**config.mk**
```make
export PLATFORM = sky130hd
export DESIGN_NAME = sd_data_tx_ctrl
export DESIGN_NICKNAME = d
export VERILOG_FILES = /design/src/rtl/sd_pkg.sv /design/src/rtl/sd_crc16.sv /design/src/rtl/sd_data_tx_ctrl.sv
export SDC_FILE = /design/constraint.sdc
export NUM_CORES = 1
export LEC_CHECK = 0
export BUFFER_PORTS_ARGS = -buffer_cell sky130_fd_sc_hd__buf_2
export CAP_MARGIN = 20
export CELL_PAD_IN_SITES_DETAIL_PLACEMENT = 1
export CELL_PAD_IN_SITES_GLOBAL_PLACEMENT = 2
export CORE_ASPECT_RATIO = 1.75
export CORE_MARGIN = 2
export CORE_UTILIZATION = 40
export DETAILED_ROUTE_END_ITERATION = 6
export PLACE_DENSITY = 0.85
export SKIP_LAST_GASP = 1
export SYNTH_ARGS = -nofsm -noshare
export SYNTH_HDL_FRONTEND = slang
export SYNTH_SLANG_ARGS = --single-unit
```
**constraint.sdc**
```tcl
create_clock -name clock -period 4.18 [get_ports clock]
set_input_delay 0.418 -clock clock [delete_from_list [all_inputs] [get_ports clock]]
set_output_delay 0.418 -clock clock [all_outputs]
set_load 0.02 [all_outputs]
```
**src/rtl/sd_pkg.sv**
```systemverilog
// Shared constants and state encoding for the SD 4-bit data transmit path.
package sd_pkg;

  localparam int unsigned MAX_BYTES = 512;
  localparam int unsigned CRC_BITS  = 16;
  localparam logic [CRC_BITS-1:0] CRC_POLY = 16'h1021;

  typedef enum logic [2:0] {
    ST_IDLE,
    ST_ARM,
    ST_DATA,
    ST_CRC,
    ST_END,
    ST_RELEASE
  } tx_state_t;

endpackage

```
**src/rtl/sd_crc16.sv**
```systemverilog
// Serial CRC-16 (x^16+x^12+x^5+1) for one DAT line; no reset, cleared per block.
module sd_crc16
  import sd_pkg::*;
(
  input  logic                i_clk,
  input  logic                i_clear,
  input  logic                i_en,
  input  logic                i_bit,
  output logic [CRC_BITS-1:0] o_crc
);

  logic [CRC_BITS-1:0] r_crc;
  logic                w_fb;

  assign w_fb  = i_bit ^ r_crc[CRC_BITS-1];
  assign o_crc = r_crc;

  always_ff @(posedge i_clk) begin
    if (i_clear) begin
      r_crc <= '0;
    end else if (i_en) begin
      r_crc <= {r_crc[CRC_BITS-2:0], 1'b0} ^ (w_fb ? CRC_POLY : '0);
    end
  end

endmodule

```
**src/rtl/sd_data_tx_ctrl.sv**
```systemverilog
// SD 4-bit block transmitter: start bit, nibble data, per-line CRC16, end bit.
module sd_data_tx_ctrl
  import sd_pkg::*;
#(
  parameter int unsigned MAX_BYTES = sd_pkg::MAX_BYTES
) (
  input  logic       clock,
  input  logic       rst_n,
  input  logic       sd_tick,
  input  logic       start,
  input  logic [9:0] block_len,
  input  logic [7:0] data,
  input  logic       data_valid,
  output logic       data_ready,
  output logic [3:0] dat_out,
  output logic       dat_oe,
  output logic       busy,
  output logic       done,
  output logic       underrun
);

  localparam int unsigned NIB_W = $clog2(2 * MAX_BYTES + 1);

  tx_state_t         r_state, w_state_nx;
  logic [NIB_W-1:0]  r_nib, w_nib_nx, w_start_nib;
  logic [3:0]        r_cnt, w_cnt_nx;
  logic [7:0]        r_hold, w_hold_nx, w_byte;
  logic              r_full, w_full_nx;
  logic [3:0]        r_low, w_low_nx;
  logic [3:0]        r_dat, w_dat_nx;
  logic              r_oe, w_oe_nx;
  logic              r_done, w_done_nx;
  logic              r_und, w_und_nx;
  logic              r_abort, w_abort_nx;
  logic              w_ready, w_take, w_have;
  logic              w_crc_clr, w_crc_en;
  logic [3:0]        w_crc_in, w_msb;
  logic [CRC_BITS-1:0] w_crc [4];

  for (genvar g = 0; g < 4; g++) begin : g_crc
    sd_crc16 u_crc (
      .i_clk   (clock),
      .i_clear (w_crc_clr),
      .i_en    (w_crc_en),
      .i_bit   (w_crc_in[g]),
      .o_crc   (w_crc[g])
    );
    assign w_msb[g] = w_crc[g][CRC_BITS-1];
  end

  assign w_start_nib = (block_len == '0) ? NIB_W'(2 * MAX_BYTES) : NIB_W'({block_len, 1'b0});

  // Fetch only while bytes remain, so no byte past the block is swallowed.
  assign w_ready = ((r_state == ST_ARM) || ((r_state == ST_DATA) && (r_nib > NIB_W'(1)))) && !r_full;
  assign w_take  = w_ready && data_valid;
  assign w_have  = r_full || w_take;
  assign w_byte  = r_full ? r_hold : data;

  always_comb begin
    w_state_nx = r_state;
    w_nib_nx   = r_nib;
    w_cnt_nx   = r_cnt;
    w_hold_nx  = r_hold;
    w_full_nx  = r_full;
    w_low_nx   = r_low;
    w_dat_nx   = r_dat;
    w_oe_nx    = r_oe;
    w_done_nx  = 1'b0;
    w_und_nx   = 1'b0;
    w_abort_nx = r_abort;
    w_crc_clr  = 1'b0;
    w_crc_en   = 1'b0;
    w_crc_in   = '0;

    if (w_take) begin
      w_hold_nx = data;
      w_full_nx = 1'b1;
    end

    unique case (r_state)
      ST_IDLE: begin
        if (start) begin
          w_state_nx = ST_ARM;
          w_nib_nx   = w_start_nib;
          w_cnt_nx   = '0;
          w_full_nx  = 1'b0;
          w_abort_nx = 1'b0;
        end
      end
      ST_ARM: begin
        if (sd_tick) begin
          w_dat_nx   = '0;
          w_oe_nx    = 1'b1;
          w_crc_clr  = 1'b1;
          w_state_nx = ST_DATA;
        end
      end
      ST_DATA: begin
        if (sd_tick) begin
          if (!r_nib[0]) begin
            if (w_have) begin
              w_dat_nx  = w_byte[7:4];
              w_low_nx  = w_byte[3:0];
              w_full_nx = 1'b0;
              w_crc_en  = 1'b1;
              w_crc_in  = w_byte[7:4];
              w_nib_nx  = r_nib - NIB_W'(1);
            end else begin
              w_dat_nx   = '1;
              w_done_nx  = 1'b1;
              w_und_nx   = 1'b1;
              w_abort_nx = 1'b1;
              w_state_nx = ST_RELEASE;
            end
          end else begin
            w_dat_nx = r_low;
            w_crc_en = 1'b1;
            w_crc_in = r_low;
            w_nib_nx = r_nib - NIB_W'(1);
            if (r_nib == NIB_W'(1)) begin
              w_state_nx = ST_CRC;
              w_cnt_nx   = 4'd15;
            end
          end
        end
      end
      ST_CRC: begin
        // Feeding each unit its own MSB cancels the feedback: a plain left shift.
        if (sd_tick) begin
          w_dat_nx = w_msb;
          w_crc_en = 1'b1;
          w_crc_in = w_msb;
          w_cnt_nx = r_cnt - 4'd1;
          if (r_cnt == 4'd0) begin
            w_state_nx = ST_END;
          end
        end
      end
      ST_END: begin
        if (sd_tick) begin
          w_dat_nx   = '1;
          w_state_nx = ST_RELEASE;
        end
      end
      ST_RELEASE: begin
        if (sd_tick) begin
          w_dat_nx   = '1;
          w_oe_nx    = 1'b0;
          w_done_nx  = !r_abort;
          w_state_nx = ST_IDLE;
        end
      end
      default: begin
        w_state_nx = ST_IDLE;
      end
    endcase
  end

  always_ff @(posedge clock or negedge rst_n) begin
    if (!rst_n) begin
      r_state <= ST_IDLE;
      r_nib   <= '0;
      r_cnt   <= '0;
      r_hold  <= '0;
      r_full  <= 1'b0;
      r_low   <= '0;
      r_dat   <= '1;
      r_oe    <= 1'b0;
      r_done  <= 1'b0;
      r_und   <= 1'b0;
      r_abort <= 1'b0;
    end else begin
      r_state <= w_state_nx;
      r_nib   <= w_nib_nx;
      r_cnt   <= w_cnt_nx;
      r_hold  <= w_hold_nx;
      r_full  <= w_full_nx;
      r_low   <= w_low_nx;
      r_dat   <= w_dat_nx;
      r_oe    <= w_oe_nx;
      r_done  <= w_done_nx;
      r_und   <= w_und_nx;
      r_abort <= w_abort_nx;
    end
  end

  assign data_ready = w_ready;
  assign dat_out    = r_dat;
  assign dat_oe     = r_oe;
  assign busy       = (r_state != ST_IDLE);
  assign done       = r_done;
  assign underrun   = r_und;

endmodule

```
==> summary.md <==
| Metric | Value |
|---|---|
| Outcome | complete, no violations |
| Post-layout min period | between 3 and 4 ns |
| FFs w/ async S/R, synth | 37.9% |
| Reg2Reg Depth | 6 |
| Diodes inserted | 0 |
| Top_reg_cell synth | dfxtp_1 |
| Initial DRC Count | ~150 |
| First-pass GRT wire length | 21500 um |
| Cells after Synth | 575 |
| Most frequent cells in the layout | nand2_1, a21oi_1, dfxtp_1 |
| Post-Syn Area | 0.00487 mm2 |
| CP Max Fanout | 33 |
| Routed vias | ~4300 |
| Syn nets | around 600 |
| Largest net degree at the start of global routing | 65 |
| Root buf cell | clkbuf_16 |
| H-tree levels | 3 |
| Num rows | 53 |
| RSZ-0062 raised after global routing | no |
| Kind of start point of the critical path | flop |
| GRT Total Usage | roughly a fifth |
| Tot Pwr | ~3.9 mW |
| Clk slew on worst S/H paths | about 0.07 ns |
| 1st-pass router iterations | 4 |
| Utilization after layout | between 40% and 50% |
| Number of nets with antenna violations after routing | 0 |
| Power per cell area | around 710 mW/mm2 |
| Layout cells sized above 1 | between 10 and 15% |
| Worst Skew | between 0.01 and 0.015 ns |
| Area Growth Syn to Fin | 12.5% |
| Overall routed net length | about 13000 um |
| Crit Path Class | reg -> reg |
| Via/cell ratio | 5.81 |
| CTS tree | built |
| Place WS | just under 1 ns |
| Clock buffer count from CTS | 9 |
| Mapped Avg Cell Area | approximately 8.5 um2 |
| Most common cell after layout, fill and taps aside | nand2_1 |
| Critical Path AT | between 3 and 4 ns |
| Worst min path class | in -> async |
| TNS Setup | 0 ns |
| Final #Nets | between 600 and 700 |
| Routed length per instance | roughly 18 um |
| Post-synthesis sequential area ratio | approximately 46% |
| Count of cell types in the netlist | 52 |
| R2R setup slack | ~1.1 ns |
| Worst r2r src | r_nib[3]$_DFFE_PN0P_ |
| Design Area, Final | around 0.0055 mm2 |
| Fmax | roughly 320 MHz |
| Starting Density | about two fifths |
| Slew of the pin with the lowest slew margin | about 0.94 ns |
| Num Clock Sinks | slightly above 100 |
| Worst-Skew Late Latency | 0.35 ns |
| Max Root-Sink Buffers | 2 |
| Vias in the first global route | approximately 4300 |
| Global placement routability congestion | 0.913 |
| Worst relative slew slack | a little under two fifths |
| Die height | between 100 and 150 um |
| Area after DPL | 0.00514 mm2 |
| Chip width | slightly below 90 um |
| Buffers added on ports | 31 |
| Part of the cycle the worst path needs | ~75% |
| Worst Path Required | 4.42 ns |
| Ports | 32 |
| Final setup margin | about 1.1 ns |
| Grt total ovfl | 0 |
| Leakage | ~2.1 nW |
| Fin. max-slew vios | 0 |
| Syn. warnings | 0 |
| Max_cap viols | 0 |
| Initial antenna violation count | 0 |
| Number of synthesized flops with an enable pin | 0 |
| # fillers | 1446 |
| Die area | 0.0131 mm2 |
| Crit end category | flop |
| Dpl hpwl | between 9000 and 10000 um |
| VDD IR-drop max | approximately 0.00026 V |
| Postcts setup bufs | 0 |
| Final setup viols | 0 |
| Crit. Startpoint | r_nib[3]$_DFFE_PN0P_ |
| Cts hold-fix bufs | 0 |
| FF-to-FF End | g_crc[1].u_crc.o_crc[12]$_SDFFE_PP0P_ |
| Number of remaining DRC errors | 0 |
| CORE AREA | between 0.01 and 0.015 mm2 |
| PostCTS Resize Cnt | 0 |
| Fin. Hold Viols | 0 |
| Synth Register Bits | ~100 |
==> cells by family after synthesis <==
family	synth area share [%]
simple gates	22.0
flops	46.5
fa+ha+maj	1.03
buf+inv	4.16
mux	4.01
compound gates	22.3
==> state kept, by name (all words and copies together), names as in the netlist, 3 cells and up, named ones only <==
register / flops
r_hold: 8
g_crc.u_crc.o_crc: 64
r_state: 3
r_cnt: 4
r_nib: 10
r_low: 4
dat_out: 4
==> how the worst max path moves through the flow <==
| stage | end | depth (start not counted) |
|---|---|---|
| floorplan | g_crc[0].u_crc.o_crc[12]$_SDFFE_PP0P_ | 7 |
| global placement | g_crc[1].u_crc.o_crc[5]$_SDFFE_PP0P_ | 5 |
| detailed placement | g_crc[3].u_crc.o_crc[3]$_SDFFE_PP0P_ | 7 |
| CTS | g_crc[1].u_crc.o_crc[12]$_SDFFE_PP0P_ | 5 |
| global route | r_nib[0]$_DFFE_PN0P_ | 5 |
| finish | g_crc[1].u_crc.o_crc[12]$_SDFFE_PP0P_ | 6 |
==> layer usage <==
layer  GRT usage, %  up-vias  share of wire, %
met5              0        -                 0
met4           8.00        0               3.0
met3           3.36       22               1.8
met2           39.7       49                56
met1           22.5     2111                39
li1               -     2073                 -
==> through the flow <==
step           hold slack, ns  instances
2_1_floorplan           0.122        575
3_3_place_gp            0.436        715
3_5_place_dp            0.445        715
4_1_cts                 0.245        731
5_1_grt                 0.264        732
6_report                0.203        732
==> cells in the mapped netlist, types with 3 or more instances <==
cell type  count  area (um2)
nor2_1        18        67.6
o2bb2ai_1      7        61.3
nand3_1        7        35.0
a221o_1        4        40.0
inv_1          6        22.5
mux2_2        12         135
nor3b_1        4        30.0
o311a_1        4        40.0
and2_1         3        18.8
o211ai_1       5        37.5
o31ai_1        4        30.0
a2111oi_0      4        35.0
a21oi_1       69         345
mux2i_1        6        60.1
dfxtp_1       64        1280
dfrtp_1       35         876
ha_1           4        50.1
o21ai_0       34         170
a22o_1         6        52.6
a21o_1         6        45.0
a32o_1         8        80.1
clkbuf_1      32         120
nor4_1         4        25.0
nor3_1        22         110
a22oi_1        5        37.5
and3_1         4        25.0
buf_4          4        30.0
nand4_1        6        37.5
or3_1         10        62.6
nand2b_1      15        93.8
nand2_1      131         492
buf_2          3        15.0
a31oi_1        5        31.3
dfstp_2        4         105
==> cell type report <==
class,instances,area [um2],share of cell area [%]
clock inverters,5,81.3,1.48
multi-input cells,425,2430,44.3
flip-flops and latches,103,2260,41.3
well taps,137,171,3.13
clock buffers,11,233,4.25
repair buffers,45,280,5.12
inverters,6,22.5,0.411
==> critical path, cell delays in order, from the launching register on <==
cell and delay (ns):
dfrtp_1 0.41, or4_1 0.63, or4b_4 0.54, a211o_1 0.46, a21o_2 0.46, buf_16 0.27, a32o_1 0.23
==> power by group <==
| part | switching [mW] | leakage (nW) | internal [mW] | total (mW) |
|---|---|---|---|---|
| clock network | 0.378 | 0.155 | 0.528 | 0.906 |
| registers | 0.196 | 0.999 | 1.23 | 1.43 |
| logic | 0.990 | 0.977 | 0.581 | 1.57 |
| total | 1.56 | 2.13 | 2.34 | 3.90 |
Note: power is estimated with default switching activity, not from simulation.
